[src/rtl/pipe_pkg.sv]
// Shared types and constants for the pipeline stage register and its entries.
package pipe_pkg;

    localparam int OCC_W = 2;

    typedef enum logic [1:0] {
        ST_EMPTY = 2'd0,
        ST_BUSY  = 2'd1,
        ST_FULL  = 2'd2
    } state_t;

endpackage

[src/rtl/pipe_stage_reg_if.sv]
// Handshake bundle between a pipeline stage register and its neighbours.
interface pipe_stage_reg_if #(
    parameter int DATA_W = 16,
    parameter int CTRL_W = 6
);
    import pipe_pkg::*;

    logic              flush_IN;
    logic              valid_IN;
    logic              ready_OUT;
    logic [DATA_W-1:0] data_IN;
    logic [CTRL_W-1:0] ctrl_IN;
    logic              valid_OUT;
    logic              ready_IN;
    logic [DATA_W-1:0] data_OUT;
    logic [CTRL_W-1:0] ctrl_OUT;
    logic [OCC_W-1:0]  occupancy_OUT;

    // master drives the stage (upstream + downstream environment), slave is the stage itself
    modport master (
        output flush_IN, valid_IN, data_IN, ctrl_IN, ready_IN,
        input  ready_OUT, valid_OUT, data_OUT, ctrl_OUT, occupancy_OUT
    );

    modport slave (
        input  flush_IN, valid_IN, data_IN, ctrl_IN, ready_IN,
        output ready_OUT, valid_OUT, data_OUT, ctrl_OUT, occupancy_OUT
    );

endinterface

[src/rtl/pipe_entry.sv]
// One storage entry (valid + data + ctrl). clear_all beats clear_valid beats load;
// clear_valid keeps data so a flushed payload stays visible but can never strobe.
module pipe_entry #(
    parameter int DATA_W = 16,
    parameter int CTRL_W = 6
) (
    input  logic              clk,
    input  logic              load,
    input  logic              clear_valid,
    input  logic              clear_all,
    input  logic [DATA_W-1:0] d_data,
    input  logic [CTRL_W-1:0] d_ctrl,
    output logic              valid,
    output logic [DATA_W-1:0] data,
    output logic [CTRL_W-1:0] ctrl
);

    logic              valid_reg;
    logic [DATA_W-1:0] data_reg;
    logic [CTRL_W-1:0] ctrl_reg;

    always_ff @(posedge clk) begin
        if (clear_all) begin
            valid_reg <= 1'b0;
            data_reg  <= '0;
            ctrl_reg  <= '0;
        end else if (clear_valid) begin
            valid_reg <= 1'b0;
            ctrl_reg  <= '0;
        end else if (load) begin
            valid_reg <= 1'b1;
            data_reg  <= d_data;
            ctrl_reg  <= d_ctrl;
        end
    end

    assign valid = valid_reg;
    assign data  = data_reg;
    assign ctrl  = ctrl_reg;

endmodule

[src/rtl/pipe_stage_reg.sv]
// Pipeline stage register with one-entry skid buffer, flush and bubble-gated control.
module pipe_stage_reg
    import pipe_pkg::*;
#(
    parameter int DATA_W = 16,
    parameter int CTRL_W = 6
) (
    input  logic             CLK,
    input  logic             RST,
    pipe_stage_reg_if.slave  bus
);

    state_t state_reg, state_next;

    logic              main_load, main_sel_skid, main_clr;
    logic              skid_load, skid_clr;
    logic              main_valid, skid_valid;
    logic [DATA_W-1:0] main_data, skid_data, main_d_data;
    logic [CTRL_W-1:0] main_ctrl, skid_ctrl, main_d_ctrl;
    logic [OCC_W-1:0]  occ;

    always_ff @(posedge CLK) begin
        if (RST) state_reg <= ST_EMPTY;
        else     state_reg <= state_next;
    end

    always_comb begin
        state_next = state_reg;
        if (bus.flush_IN) begin
            state_next = ST_EMPTY;
        end else begin
            case (state_reg)
                ST_EMPTY: if (bus.valid_IN) state_next = ST_BUSY;
                ST_BUSY: begin
                    if (bus.ready_IN && !bus.valid_IN)      state_next = ST_EMPTY;
                    else if (!bus.ready_IN && bus.valid_IN) state_next = ST_FULL;
                end
                ST_FULL:  if (bus.ready_IN) state_next = ST_BUSY;
                default:  state_next = ST_EMPTY;
            endcase
        end
    end

    always_comb begin
        main_load     = 1'b0;
        main_sel_skid = 1'b0;
        main_clr      = bus.flush_IN;
        skid_load     = 1'b0;
        skid_clr      = bus.flush_IN;
        occ           = '0;
        case (state_reg)
            ST_EMPTY: begin
                main_load = bus.valid_IN;
            end
            ST_BUSY: begin
                occ       = 2'd1;
                main_load = bus.ready_IN && bus.valid_IN;
                skid_load = !bus.ready_IN && bus.valid_IN;
                if (bus.ready_IN && !bus.valid_IN) main_clr = 1'b1;
            end
            ST_FULL: begin
                occ           = 2'd2;
                main_load     = bus.ready_IN;
                main_sel_skid = 1'b1;
                if (bus.ready_IN) skid_clr = 1'b1;
            end
            default: begin
                main_clr = 1'b1;
                skid_clr = 1'b1;
            end
        endcase
    end

    assign main_d_data = main_sel_skid ? skid_data : bus.data_IN;
    assign main_d_ctrl = main_sel_skid ? skid_ctrl : bus.ctrl_IN;

    pipe_entry #(.DATA_W(DATA_W), .CTRL_W(CTRL_W)) u_main (
        .clk         (CLK),
        .load        (main_load),
        .clear_valid (main_clr),
        .clear_all   (RST),
        .d_data      (main_d_data),
        .d_ctrl      (main_d_ctrl),
        .valid       (main_valid),
        .data        (main_data),
        .ctrl        (main_ctrl)
    );

    pipe_entry #(.DATA_W(DATA_W), .CTRL_W(CTRL_W)) u_skid (
        .clk         (CLK),
        .load        (skid_load),
        .clear_valid (skid_clr),
        .clear_all   (RST),
        .d_data      (bus.data_IN),
        .d_ctrl      (bus.ctrl_IN),
        .valid       (skid_valid),
        .data        (skid_data),
        .ctrl        (skid_ctrl)
    );

    // skid valid is a flop that is set exactly in FULL, so ready has no path from any input
    assign bus.ready_OUT     = !skid_valid;
    assign bus.valid_OUT     = main_valid;
    assign bus.data_OUT      = main_data;
    assign bus.ctrl_OUT      = main_valid ? main_ctrl : '0;
    assign bus.occupancy_OUT = occ;

endmodule

[src/flat_wrapper.sv]
// flat-port wrapper written by rule: the top's interface ports become plain ports
module pipe_stage_reg_flat import pipe_pkg::*;
#(
    parameter int DATA_W = 16,
    parameter int CTRL_W = 6
)
  (CLK, RST, bus_flush_IN, bus_valid_IN, bus_data_IN, bus_ctrl_IN, bus_ready_IN, bus_ready_OUT, bus_valid_OUT, bus_data_OUT, bus_ctrl_OUT, bus_occupancy_OUT);
  pipe_stage_reg_if #(.DATA_W(DATA_W), .CTRL_W(CTRL_W)) bus_i ();
  input  logic CLK;
  input  logic RST;
  input wire logic [$bits(bus_i.flush_IN)-1:0] bus_flush_IN;
  input wire logic [$bits(bus_i.valid_IN)-1:0] bus_valid_IN;
  input wire logic [$bits(bus_i.data_IN)-1:0] bus_data_IN;
  input wire logic [$bits(bus_i.ctrl_IN)-1:0] bus_ctrl_IN;
  input wire logic [$bits(bus_i.ready_IN)-1:0] bus_ready_IN;
  output wire logic [$bits(bus_i.ready_OUT)-1:0] bus_ready_OUT;
  output wire logic [$bits(bus_i.valid_OUT)-1:0] bus_valid_OUT;
  output wire logic [$bits(bus_i.data_OUT)-1:0] bus_data_OUT;
  output wire logic [$bits(bus_i.ctrl_OUT)-1:0] bus_ctrl_OUT;
  output wire logic [$bits(bus_i.occupancy_OUT)-1:0] bus_occupancy_OUT;
  assign bus_i.flush_IN = bus_flush_IN;
  assign bus_i.valid_IN = bus_valid_IN;
  assign bus_i.data_IN = bus_data_IN;
  assign bus_i.ctrl_IN = bus_ctrl_IN;
  assign bus_i.ready_IN = bus_ready_IN;
  assign bus_ready_OUT = bus_i.ready_OUT;
  assign bus_valid_OUT = bus_i.valid_OUT;
  assign bus_data_OUT = bus_i.data_OUT;
  assign bus_ctrl_OUT = bus_i.ctrl_OUT;
  assign bus_occupancy_OUT = bus_i.occupancy_OUT;
  pipe_stage_reg #(.DATA_W(DATA_W), .CTRL_W(CTRL_W)) u_core (.CLK(CLK), .RST(RST), .bus(bus_i));
endmodule
[config.mk]
export PLATFORM = sky130hd
export DESIGN_NAME = pipe_stage_reg_flat
export DESIGN_NICKNAME = d
export VERILOG_FILES = /design/src/rtl/pipe_pkg.sv /design/src/rtl/pipe_stage_reg_if.sv /design/src/rtl/pipe_entry.sv /design/src/rtl/pipe_stage_reg.sv /design/src/flat_wrapper.sv
export SDC_FILE = /design/constraint.sdc
export NUM_CORES = 1
export LEC_CHECK = 0
export CAP_MARGIN = 20
export CORE_ASPECT_RATIO = 0.8
export CORE_MARGIN = 3
export CORE_UTILIZATION = 45
export DETAILED_ROUTE_END_ITERATION = 6
export PLACE_DENSITY = 0.74
export SLEW_MARGIN = 40
export SYNTH_ARGS = -nofsm -noshare
export SYNTH_HDL_FRONTEND = slang
export SYNTH_SLANG_ARGS = --single-unit
[constraint.sdc]
create_clock -name CLK -period 1.5 [get_ports CLK]
set_input_delay 0.15 -clock CLK [delete_from_list [all_inputs] [get_ports CLK]]
set_output_delay 0.15 -clock CLK [all_outputs]
set_load 0.01 [all_outputs]
==> flow_metrics.env <==
export IMPL_synth_top_area_share_pct=46.5
export IMPL_track_usage_pct=17.3
export IMPL_dp_hpwl_um=3190
export IMPL_vias=1704
export IMPL_hold_slack_ps=428
export IMPL_synth_nets=253
export IMPL_grt_first_pass_wirelength_um=7360
export IMPL_antennaDiodeCount=0
export IMPL_die_w_um=81.8
export IMPL_required_ps=1690
export IMPL_max_cap_violations=0
export IMPL_end_kind="flop"
export IMPL_clk_pin_slew_ps=90
export IMPL_drive_gt1_share_pct=9.61
export IMPL_ys_types=25
export IMPL_initial_core_util_pct=47.9
export IMPL_cts_max_level=2
export IMPL_worstMarginPinSlew_ps=351
export IMPL_nNetsFinal=307
export IMPL_ys_warnings_count=0
export IMPL_postCtsSetupBuffers=0
export IMPL_ant_nets=0
export IMPL_fin_cells=338
export IMPL_drtIter0Drc=78
export IMPL_portBuffers=52
export IMPL_finalCritPeriodShare_pct=93.3
export IMPL_start_kind="input port"
export IMPL_num_rows=21
export IMPL_async_flop_share_pct=0
export IMPL_synth_edf_count=0
export IMPL_arrival_ps=1590
export IMPL_routed_wl_um=4520
export IMPL_grt_pass1_vias=1573
export IMPL_gp_congestion=0.753
export IMPL_n_fill_cell=380
export IMPL_drc_errors=0
export IMPL_drtPass1Iterations=4
export IMPL_synth_top_cells_by_area="dfxtp_1 47%, mux2i_1 14%, a21oi_1 7.8%"
export IMPL_root_buffer="clkbuf_8"
export IMPL_cts_buffers=5
export IMPL_yosysTopAreaCell="dfxtp_1"
export IMPL_multi_input_area_um2=993
export IMPL_cp_max_fo=27
export IMPL_fin_crit_ps=1400
export IMPL_routedWlPerCell_um=13.4
export IMPL_synthMostInstantiatedCell="dfxtp_1"
export IMPL_worst_skew_pair_late_latency_ps=290
export IMPL_dp_cells=330
export IMPL_critPathKind="input port to flop"
export IMPL_p_leak_nw=1.24
export IMPL_area_growth_syn_to_layout_pct=36.4
export IMPL_dieArea_um2=5440
export IMPL_ir_drop_v=0.000652
export IMPL_clock_fmax_mhz=714
export IMPL_power_w=0.00250
export IMPL_grt_ovfl_total=0
export IMPL_rsz0062_at_grt="false"
export IMPL_cts_tree="done"
export IMPL_hold_violations=0
export IMPL_skew_ps=6.58
export IMPL_status="completed"
export IMPL_ys_seq_area_share_pct=46.5
export IMPL_synth_avg_cell_area_um2=9.14
export IMPL_mappedNetlistArea_um2=2070
export IMPL_min_path_type="input port to flop"
export IMPL_antenna_found_initial=0
export IMPL_synthFlopType="dfxtp_1"
export IMPL_p_per_area_nw_per_um2=887
export IMPL_cts_path_max_buffers=2
export IMPL_ys_seq_elements=48
export IMPL_die_height_um=66.6
export IMPL_grt_max_degree=33
export IMPL_slew_viol_final=0
export IMPL_maxSlewHeadroom_pct=76.6
export IMPL_cts_sinks=48
export IMPL_finalSetupViolCount=0
export IMPL_core_um2=4310
export IMPL_postSynthCellCount=226
export IMPL_pin_count=53
export IMPL_synth_top_cells_by_count="48 x dfxtp_1, 34 x nand2_1, 32 x a21oi_1, 29 x mux2i_1, 18 x nor2_1"
export IMPL_vias_per_cell=5.04
export IMPL_ff_latch_area_um2=967
==> worst max-delay path, stage by stage <==
cell and delay, ps:
clkdlybuf4s50_1 550, nor2b_1 110, o21ai_4 220, buf_12 190, a21oi_1 90, a311oi_1 260
==> layout make-up <==
cell class,instances,share of cell area [%]
Tap cell,57,2.53
Multi-Input combinational cell,157,35.3
Timing Repair Buffer,65,24.2
Clock buffer,7,3.06
Sequential cell,48,34.3
Inverter,3,0.400
Clock inverter,1,0.266
==> per-stage QoR <==
step | utilization (%) | cell area [um^2] | setup slack [ps] | setup TNS (ps)
5_1_grt | 65.4 | 2820 | 12.4 | 0
3_3_place_gp | 62.6 | 2700 | -86.2 | -2860
3_5_place_dp | 62.6 | 2700 | -153 | -3820
4_1_cts | 65.0 | 2800 | 12.0 | 0
6_report | 65.4 | 2820 | 99.9 | 0
2_1_floorplan | - | 2070 | 108 | 0
==> repair_timing <==
action | CTS | global route
hold buffers | 0 | 0
gates resized for setup | 7 | 7
pin swaps | 0 | 0
endpoints found under the setup margin | 8 | 12
hold endpoints to repair | 0 | 0
==> path summary, 6_finish.rpt <==
check / slack, ps / end / start / depth (start not counted)
max: 100 / u_core.u_main.data[1] / bus_ready_IN / 6
min: 430 / u_core.u_skid.data[8] / bus_data_IN[8] / 3
max reg2reg: 100 / u_core.u_main.data[1] / u_core.state_reg[1] / 6
min reg2reg: 460 / u_core.u_skid.data[1] / u_core.u_skid.data[1] / 2
==> cells by family after synthesis <==
logic type             Yosys count  synth area share [%]
AOI/OAI and AO/OA               60                  19.0
buffers and inverters           21                  5.75
DFF                             48                  46.5
muxes                           29                  14.1
and+or+nand+nor                 68                  14.7
==> layer usage <==
metal	GRT usage (%)	share of wire, %
met4	4.98	0.75
met1	24.4	49
met3	2.97	3.6
met2	26.8	47
met5	0	0
==> placed cells by master (no fill, tap or decap), types with 3 or more instances in the layout <==
cell             synthesis  final
dfxtp_1                 48     45
clkdlybuf4s50_1          0     44
nand2_1                 34     34
a21oi_1                 32     32
mux2i_1                 29     29
nor2_1                  18     18
a311oi_1                16     16
buf_4                    6      9
and2_1                   8      8
a211oi_1                 6      6
clkbuf_8                 0      6
dlymetal6s2s_1           0      6
buf_12                   0      4
nor2b_1                  3      3
==> report_power, final <==
part           switching [W]  total, W  internal, W
clock network       0.000404  0.000779     0.000375
registers          0.0000277   0.00135      0.00132
logic               0.000167  0.000373     0.000207
total               0.000598   0.00250      0.00190
Note: power is estimated with default switching activity, not from simulation.
